--- src/rtl/alu_operand_stage.sv ---
// ALU operand stage: selects op1/op2 from register, immediate and PC
// sources, forwards results from younger pipeline stages, stalls while a
// selected forwarded result is still pending, and registers the operands
// into the ID/EX boundary.
//
// Handshake: a transfer happens on an edge where valid and ready are both 1.
// out_valid/op1/op2 stay stable while out_valid=1 and out_ready=0. in_ready
// is combinational and does not depend on in_valid. flush and rst override
// both sides.
module alu_operand_stage #(
  parameter int XLEN    = 32,
  parameter int NUM_FWD = 2,
  parameter int CNT_W   = 16
) (
  input  logic                    clk,
  input  logic                    rst,
  input  logic                    in_valid,
  output logic                    in_ready,
  input  logic [2:0]              alu_src,
  input  logic [4:0]              rs1_addr,
  input  logic [4:0]              rs2_addr,
  input  logic [XLEN-1:0]         rs1_data,
  input  logic [XLEN-1:0]         rs2_data,
  input  logic [XLEN-1:0]         imm32,
  input  logic [XLEN-1:0]         pc,
  input  logic [NUM_FWD-1:0]      fwd_valid,
  input  logic [NUM_FWD*5-1:0]    fwd_rd,
  input  logic [NUM_FWD-1:0]      fwd_pend,
  input  logic [NUM_FWD*XLEN-1:0] fwd_data,
  input  logic                    flush,
  output logic                    out_valid,
  input  logic                    out_ready,
  output logic [XLEN-1:0]         op1,
  output logic [XLEN-1:0]         op2,
  output logic [CNT_W-1:0]        stall_cnt
);

  localparam int SHW = $clog2(XLEN);

  logic            out_valid_q;
  logic [XLEN-1:0] op1_q, op2_q;
  logic [XLEN-1:0] op1_d, op2_d;
  logic [CNT_W-1:0] stall_cnt_q;

  logic            rs1_hit, rs2_hit;
  logic            rs1_pend, rs2_pend;
  logic [XLEN-1:0] rs1_val, rs2_val;
  logic            use_rs1, use_rs2;
  logic            hazard;
  logic            accept;
  logic            stall_inc;

  // rs1 source: youngest (lowest index) matching forward source wins; x0 never forwards
  always_comb begin
    rs1_hit  = 1'b0;
    rs1_pend = 1'b0;
    rs1_val  = rs1_data;
    for (int i = 0; i < NUM_FWD; i++) begin
      if (!rs1_hit && fwd_valid[i] && (fwd_rd[5*i +: 5] == rs1_addr) && (rs1_addr != 5'd0)) begin
        rs1_hit  = 1'b1;
        rs1_pend = fwd_pend[i];
        rs1_val  = fwd_data[XLEN*i +: XLEN];
      end
    end
  end

  // rs2 source: same priority rule as rs1
  always_comb begin
    rs2_hit  = 1'b0;
    rs2_pend = 1'b0;
    rs2_val  = rs2_data;
    for (int i = 0; i < NUM_FWD; i++) begin
      if (!rs2_hit && fwd_valid[i] && (fwd_rd[5*i +: 5] == rs2_addr) && (rs2_addr != 5'd0)) begin
        rs2_hit  = 1'b1;
        rs2_pend = fwd_pend[i];
        rs2_val  = fwd_data[XLEN*i +: XLEN];
      end
    end
  end

  // Operand mux per mode; use_rsN marks which register reads can cause hazards
  always_comb begin
    op1_d   = '0;
    op2_d   = '0;
    use_rs1 = 1'b0;
    use_rs2 = 1'b0;
    case (alu_src)
      3'd0: begin op1_d = rs1_val; op2_d = rs2_val; use_rs1 = 1'b1; use_rs2 = 1'b1; end
      3'd1: begin op1_d = rs1_val; op2_d = imm32;   use_rs1 = 1'b1; end
      3'd2: begin op1_d = pc;      op2_d = XLEN'(4); end
      3'd3: begin op1_d = '0;      op2_d = imm32; end
      3'd4: begin op1_d = pc;      op2_d = imm32; end
      3'd5: begin
        op1_d   = rs1_val;
        op2_d   = {{(XLEN-SHW){1'b0}}, imm32[SHW-1:0]};
        use_rs1 = 1'b1;
      end
      3'd6: begin op1_d = pc;      op2_d = rs2_val; use_rs2 = 1'b1; end
      default: begin op1_d = '0;   op2_d = '0; end
    endcase
  end

  assign hazard    = (use_rs1 && rs1_pend) || (use_rs2 && rs2_pend);
  assign in_ready  = (!out_valid_q || out_ready) && !hazard && !flush;
  assign accept    = in_valid && in_ready;
  assign stall_inc = in_valid && hazard && !flush;

  // Output register: flush beats accept/hold; drain clears valid but keeps data
  always_ff @(posedge clk) begin
    if (rst) begin
      out_valid_q <= 1'b0;
      op1_q       <= '0;
      op2_q       <= '0;
    end else if (flush) begin
      out_valid_q <= 1'b0;
    end else if (accept) begin
      out_valid_q <= 1'b1;
      op1_q       <= op1_d;
      op2_q       <= op2_d;
    end else if (out_valid_q && out_ready) begin
      out_valid_q <= 1'b0;
    end
  end

  // Stall counter: counts hazard cycles with a waiting instruction, saturating
  always_ff @(posedge clk) begin
    if (rst) begin
      stall_cnt_q <= '0;
    end else if (stall_inc && (stall_cnt_q != {CNT_W{1'b1}})) begin
      stall_cnt_q <= stall_cnt_q + 1'b1;
    end
  end

  assign out_valid = out_valid_q;
  assign op1       = op1_q;
  assign op2       = op2_q;
  assign stall_cnt = stall_cnt_q;

endmodule

--- config.mk ---
export PLATFORM = sky130hd
export DESIGN_NAME = alu_operand_stage
export DESIGN_NICKNAME = d
export VERILOG_FILES = /design/src/rtl/alu_operand_stage.sv
export SDC_FILE = /design/constraint.sdc
export NUM_CORES = 1
export LEC_CHECK = 0
export ABC_AREA = 1
export CAP_MARGIN = 20
export CELL_PAD_IN_SITES_DETAIL_PLACEMENT = 0
export CELL_PAD_IN_SITES_GLOBAL_PLACEMENT = 1
export CORE_MARGIN = 3
export CORE_UTILIZATION = 26
export DETAILED_ROUTE_END_ITERATION = 16
export PLACE_DENSITY_LB_ADDON = 0.2
export SETUP_SLACK_MARGIN = 0.02
export SYNTH_ARGS = -nofsm -noshare
export SYNTH_HDL_FRONTEND = slang
export SYNTH_SLANG_ARGS = --single-unit
export TNS_END_PERCENT = 1
--- constraint.sdc ---
create_clock -name clk -period 2.8 [get_ports clk]
set_clock_uncertainty 0.2 [all_clocks]
set_input_delay 0.42 -clock clk [delete_from_list [all_inputs] [get_ports clk]]
set_output_delay 0.42 -clock clk [all_outputs]
set_load 0.1 [all_outputs]
* Yosys cells after proc, flatten, opt, wreduce, memory -nomap -nowiden
Index checks and enable logic that the tools add are counted.
** Storage, ports and cells
- Flip-flop bits (word level) :: 81
** Operators by class
- Add/subtract/negate cells :: 1
- Equal/unequal tests :: 11
- Muxes and demuxes :: 16
- Bitwise gates (word level) :: 1
- Reductions and logical operators :: 36
** Operators by type and width (count)
- 32-bit two-way mux :: 4
- 32-bit one-hot mux with 4 select lines :: 1
- 32-bit one-hot mux with 2 select lines :: 1
- 5-bit equality test :: 4
- 1-bit logical AND :: 19
- 16-bit by 1-bit adder with 16-bit output, second input constant :: 1
- 16-bit != test, second input constant :: 1
- 1-bit two-way mux :: 10
- 5-bit nonzero test :: 2
- 3-bit equality test, second input constant :: 3
- 3-bit OR reduction :: 3
- 3-bit by 2-bit equality test with 1-bit output, second input constant :: 2
- 1-bit zero test :: 5
- 2-bit OR reduction :: 2
- 3-bit by 1-bit equality test with 1-bit output, second input constant :: 1
- 3-bit zero test :: 1
- 1-bit logical OR :: 2
- 2-bit AND reduction :: 1
- 2-bit nonzero test :: 1
- 1-bit NOT :: 1

* Longest topological paths before layout
Gate-level depths: netlist (run 1).
- Depth in word-level cells :: 16
- Gate-level depth with buffers :: 16

* Worst setup path before layout (run 1)
OpenSTA, ideal clock, no wires.
- Path kind :: input to output
- Start point :: in rs1_addr[1]
- End point :: out in_ready
- Arrival :: 2.529 ns
- Required time :: 2.180 ns
- Setup slack :: -0.349 ns
- Stages :: 10
- Path buffers :: 0
- Cell sequence :: inv_1 nand2_1 nand3_1 nor2_2 nand2_2 nand2_2 nand2_1 nand3_4 nand3_2 nor2_1
** Between the ends
- Word-level cells in the longest chain between the ends :: 14
** RTL lines
- start: declaration :: RTL line 20 : input logic [4:0] rs1_addr,
- 5-bit equality test :: RTL line 59 : if (!rs1_hit && fwd_valid[i] && (fwd_rd[5*i +: 5] == rs1_addr) && (rs1_addr != 5'd0)) begin
- 1-bit logical AND (2 in a row) :: RTL line 59
- 1-bit two-way mux :: RTL line 59
- 1-bit zero test :: RTL line 59
- 1-bit logical AND (3 in a row) :: RTL line 59
- 1-bit two-way mux * :: RTL line 59
- 1-bit logical AND * :: RTL line 103 : assign hazard = (use_rs1 && rs1_pend) || (use_rs2 && rs2_pend);
- 1-bit logical OR * :: RTL line 103
- 1-bit zero test * :: RTL line 104 : assign in_ready = (!out_valid_q || out_ready) && !hazard && !flush;
- 1-bit logical AND * (2 in a row) :: RTL line 104
- end: declaration :: RTL line 18 : output logic in_ready,
Every way passes the cells marked *; elsewhere a longest branch is shown, timed or not.

* Worst setup path after layout (run 1)
- Start point :: in fwd_valid[0]
- End point :: out in_ready
** Between the ends
- Word-level cells in the longest chain between the ends :: 13
** RTL lines
- start: declaration :: RTL line 26 : input logic [NUM_FWD-1:0] fwd_valid,
- 1-bit logical AND (on tied branches) (2 in a row) :: RTL line 59, 73
- 1-bit two-way mux (on tied branches) :: RTL line 59, 73
- 1-bit zero test (on tied branches) :: RTL line 59, 73
- 1-bit logical AND (on tied branches) (3 in a row) :: RTL line 59, 73
- 1-bit two-way mux (on tied branches) :: RTL line 59, 73
- 1-bit logical AND :: RTL line 103
- 1-bit logical OR * :: RTL line 103
- 1-bit zero test * :: RTL line 104
- 1-bit logical AND * (2 in a row) :: RTL line 104
Marks and branches as above.

==> flow_summary.toml, run 1 <==
[outcome]
status = "completed"

[global_route]
overflow = 0
grt_use_total = 0.215
grt_max_degree = 46
antenna_found_initial = 1
grt_first_pass_wirelength_mm = 44.7
grt_pass1_vias = 8070

[logic_synthesis]
synth_xor_area_frac = 0.0205
synth-simple-area-share = 0.492
synth_ff_type = "dfxtp_1"
synth_top_family_by_area = "simple AND/OR/NAND/NOR gates"
synthCells = 1202
synth_top_area_share = 0.288
muxShareOfSynthArea = 0
synthArstFlopShare = 0
synth_fa_ha_area_frac = 0.00195
yosysTopAreaCell = "nand2_1"
synth_edf_count = 0
ys_top_cells_by_count = "492 x nand2_1, 189 x nor2_1, 95 x inv_1, 81 x dfxtp_1, 75 x a21oi_1"
yosysWarningCount = 0
syn_avg_cell_area_um2 = 5.34
ys_seq_area_frac = 0.253
synth_cell_types = 33
synth-compound-area-share = 0.120
synth_area_mm2 = 0.00642
syn_nets = 1427
synth_most_common_cell = "nand2_1"
synth.area.top_cells = "nand2_1 29%, dfxtp_1 25%, nor2_1 11%, a21oi_1 5.9%, nand3_1 5.8%"
ys_ff_latch = 81

[clocking]
clockRootBuffer = "clkbuf_16"
clk_pin_slew_ps = 70
htree_num_levels = 3
cts_tree = "done"
clk_latency_ps = 350
numCtsBuffers = 9
cts.path.max_buffers = 2
cts_sinks = 81

[setup_path]
cp_cell_sequence = "clkdlybuf4s50_1 > inv_1 > a21oi_1 > nand2_1 > nor2_4 > nand2_4 > nand2_4 > nand2_2 > nand3_4 > nand3_4 > nor2_4 > buf_12"
crit_cells = 12
path_buf_inv = 3
critPathMaxStageDelay_ps = 450
arrival_ps = 2020
cp.required_ps = 2180
r2r_cells = 11
critPathMaxFanout = 4
critPathTopFamily = "simple AND/OR/NAND/NOR gates"
slowest_stage = "clkdlybuf4s50_1"
path_class = "primary input to output pin"
startpoint_type = "primary input"
r2r_start = "stall_cnt[0]"
reg2reg_to = "stall_cnt[10]"
end_kind = "output pin"
r2r_slack_ps = 510

[cells_and_area]
n_antenna_cell = 0
area_growth_pct = 59.6
nNetsFinal = 1720
drive_gt1_frac = 0.122
fin_cells = 1819

[place]
dpl.hpwl_mm = 22.6
place_ws_ps = -116
dp_cells = 1799
gp_congestion = 0.818
portBuffers = 305

[sta]
max_freq_mhz = 379
rsz0062_at_grt = "no"
report.final.hold_viol_count = 0
drv_slew = 0
fin_crit_ps = 2640
fin_ws_ps = 163
setup_viol = 0
fin_crit_sh = 0.942
worst_slew_pin_slew_ps = 423
maxSlewHeadroom = 0.718

[routing]
wl_mm = 29.1
dr.first_iter.drc_count = 604
route.detailed.drc = 0
vias = 8246
wire_per_inst_um = 16.0
ant_nets = 0
first_pass_iters = 6
vias_per_cell = 4.53

[min_path]
hp-start = "op2[27]"
hold_path.class = "flip-flop to flip-flop"
worstHoldPathCells = 2
hold_end = "op2[27]"

[pwr]
pwr_density_cell_mw_per_mm2 = 415
p_leak_nw = 5.11
peakVddDrop_mv = 0.256

[die]
num_io_pins = 306
die_width_um = 163
rows = 56
fp.dieH_um = 163
core-area_mm2 = 0.0239
die-area_mm2 = 0.0266
initial_core_util = 0.269

[run]
max_cap_viol_count = 0
## kinds of logic after synthesis
family	count (synthesis)
flops	81
compound gates	150
simple gates	781
buf+inv	174
xor+xnor	15
fa+ha+maj	1
## state kept, by name, indices dropped and copies added, names as in the netlist
register / cells
op1: 32
op2: 32
out_valid: 1
stall_cnt: 16
## what timing repair did
action / CTS / global route
hold buffers: 0 / 0
pin swaps: 3 / 5
setup buffers: 2 / 2
resized for setup: 9 / 21
cloned: 0 / 0
setup endpoints to repair: 1 / 1
## layout make-up
type / count / area [um^2]
fillers: 2669 / 13700
multi-input cells: 947 / 4150
repair buffers: 351 / 3340
flip-flops and latches: 81 / 1620
well taps: 319 / 399
inverters: 105 / 395
clock buffers: 9 / 225
clock inverters: 7 / 106
## power breakdown
group          switching (mW)  total, mW  leakage (nW)  internal (mW)
clock                   0.583       1.38         0.163          0.801
combinational            1.03       1.61          4.29          0.584
sequential             0.0366       1.26         0.664           1.22
total                    1.65       4.25          5.11           2.60
## per-layer routing
layer  part of all wire  GRT usage
met5            0.00031          0
met4              0.017     0.0504
met3              0.063     0.0457
met2               0.48      0.372
met1               0.44      0.273
## stage by stage
stage | utilization | area, um^2 | setup TNS, ps | power (mW) | hold slack (ps)
2_1_floorplan | - | 6420 | -317 | 2.25 | 384
4_1_cts | 0.426 | 10200 | 0 | 4.33 | 289
3_3_place_gp | 0.410 | 9800 | -1160 | 2.90 | 268
5_1_grt | 0.429 | 10200 | 0 | 4.48 | 308
6_report | 0.429 | 10200 | 0 | 4.25 | 286
3_5_place_dp | 0.410 | 9800 | -2600 | 2.90 | 275
## placed cells by master, fill, tap and decap left out, types with 5 or more instances in the layout
master           instances
inv_2                    9
a21oi_1                 74
nor2_2                   5
inv_1                   94
o21ai_1                 11
dlymetal6s2s_1          16
nor2_4                   9
dfxtp_1                 81
clkbuf_16                9
nand3_1                 73
nand2_1                491
clkdlybuf4s50_1        203
xor2_1                  11
nor2_1                 181
buf_12                   9
o21ai_0                 58
buf_4                  119
## worst register-to-register path, delay by kind of cell (launching register included)
family          cells  cell delay, ps
flops               1             440
compound gates      1             170
simple gates        8            1000
buf+inv             1             200
fa+ha+maj           1             230
## worst max-delay path by stage
stage / start / endpoint / slack (ps)
final: fwd_valid[0] / in_ready / 160
after global routing: fwd_valid[0] / in_ready / 50
after CTS: rs2_addr[0] / in_ready / 20
after detailed placement: rs2_addr[1] / stall_cnt[10] / -120
after global placement: rs2_addr[3] / stall_cnt[10] / -90
after floorplan: stall_cnt[0] / stall_cnt[1] / -50
No activity file was read; power rests on OpenSTA's default activity.
==> inputs of run 2 (changes only) <==
Settings changed: CTS_BUF_LIST set to sky130_fd_sc_hd__clkbuf_16, SETUP_SLACK_MARGIN 0.02 to 0.15.
==> flow_summary.toml, run 2 (synthesis results as in run 1) <==
[clocking]
cts_tree = "done"
clk_pin_slew_ps = 70
clockRootBuffer = "clkbuf_16"
htree_num_levels = 3
cts_sinks = 81
hold_buffers = 0
clk_latency_ps = 340
numCtsBuffers = 9
cts.path.max_buffers = 2

[sta]
fin_crit_ps = 2530
report.final.hold_viol_count = 0
max_freq_mhz = 395
worst_slew_pin_slew_ps = 449
setup_viol = 0
holdWs_ps = 284
fin_crit_sh = 0.904
drv_slew = 0
rsz0062_at_grt = "no"
maxSlewHeadroom = 0.701
tns_ps = 0

[die]
num_io_pins = 306
rows = 56
die-area_mm2 = 0.0266
initial_core_util = 0.269
fp.dieH_um = 163
die_width_um = 163
core-area_mm2 = 0.0239

[routing]
wl_mm = 29.7
dr.first_iter.drc_count = 412
vias_per_cell = 4.54
wire_per_inst_um = 16.3
ant_nets = 0
vias = 8290
first_pass_iters = 5
route.detailed.drc = 0

[place]
place_area_mm2 = 0.00981
gp_congestion = 0.834
portBuffers = 305
dpl.hpwl_mm = 22.6

[min_path]
worstHoldPathCells = 2
hold_path.class = "flip-flop to flip-flop"

[setup_path]
r2r_cells = 11
slowest_stage = "dlygate4sd2_1"
crit_cells = 12
startpoint_type = "primary input"
path_buf_inv = 4
critPathMaxStageDelay_ps = 240
r2r_slack_ps = 600
end_kind = "output pin"
critPathTopFamily = "simple AND/OR/NAND/NOR gates"
critPathMaxFanout = 4
cp.required_ps = 2180
path_class = "primary input to output pin"
cp_cell_sequence = "dlygate4sd2_1 > buf_4 > a21oi_2 > nand2_1 > nor2_4 > nand2_2 > buf_4 > nand3_2 > nand3_4 > nand3_4 > nor2_4 > buf_12"
arrival_ps = 1910

[cells_and_area]
multiInputGateArea_mm2 = 0.00419
layout_commonest_cell = "nand2_1"
design_area_mm2 = 0.0102
fillers = 2659
area_growth_pct = 59.5
layout_common_cells = "487 x nand2_1, 202 x clkdlybuf4s50_1, 179 x nor2_1"
n_antenna_cell = 0
seqCellArea_mm2 = 0.00162
drive_gt1_frac = 0.135
nNetsFinal = 1728

[pwr]
p_leak_nw = 5.01
pwr_density_cell_mw_per_mm2 = 404
peakVddDrop_mv = 0.306
total_power_mw = 4.14

[global_route]
grt_pass1_vias = 8058
grt_use_total = 0.217
grt_max_degree = 41
antenna_found_initial = 2
grt_first_pass_wirelength_mm = 44.8
overflow = 0

[run]
max_cap_viol_count = 0

[outcome]
status = "completed"
run 2: cell types whose count changed in the layout (fill, tap and decap cells not counted), sizes merged:
cell	delta
clkdlybuf4s15	+2
dlymetal6s2s	-16
clkinv	+2
dlygate4sd2	+15
buf	+8
inv	-1
clkdlybuf4s50	-1
bufinv	-1
run 2: worst register-to-register path: stages (launching register included):
cell and delay [ps]:
dfxtp_2 380, ha_1 200, nand2_1 80, nor2_1 260
nand2_1 110, nor2_1 150, a41oi_1 180, nand2_4 130
clkinv_2 200, nand2_1 110, nand2_1 50, nor2_1 100
run 2: area by class of cell:
class | instances | share of cell area
multi-input combinational | 947 | 0.410
timing repair buffer | 359 | 0.325
sequential | 81 | 0.159
tap | 319 | 0.0390
inverter | 105 | 0.0386
clock buffer | 9 | 0.0220
clock inverter | 7 | 0.00746
run 2: per-stage QoR:
step           setup slack (ps)  cells  utilization
2_1_floorplan               132   1202            -
3_3_place_gp               -237   1802        0.410
3_5_place_dp               -234   1802        0.410
4_1_cts                     169   1826        0.427
5_1_grt                     161   1827        0.428
6_report                    269   1827        0.428
run 2: per-layer routing:
metal  track usage  vias to the layer above  part of all wire
met5             0                        -           0.00071
met3        0.0555                       38             0.070
met4        0.0531                        4             0.020
met1         0.267                     3686              0.43
li1              -                     4315                 -
met2         0.378                      247              0.48
run 2: power by group:
group | internal (mW) | switching [mW]
combinational | 0.584 | 1.04
clock | 0.702 | 0.551
sequential | 1.22 | 0.0362
total | 2.51 | 1.63
run 2: repair_timing:
item	4_1_cts	5_1_grt
buffers inserted	8	1
resized for setup	39	6
pin swaps	21	9
endpoints found under the setup margin	4	1
run 2: path summary, 6_finish.rpt:
| path | start | to |
|---|---|---|
| hold / removal | op2[7] | op2[7] |
| setup / recovery | fwd_rd[3] | in_ready |
| hold reg to reg | op2[7] | op2[7] |
| setup reg to reg | stall_cnt[0] | stall_cnt[10] |
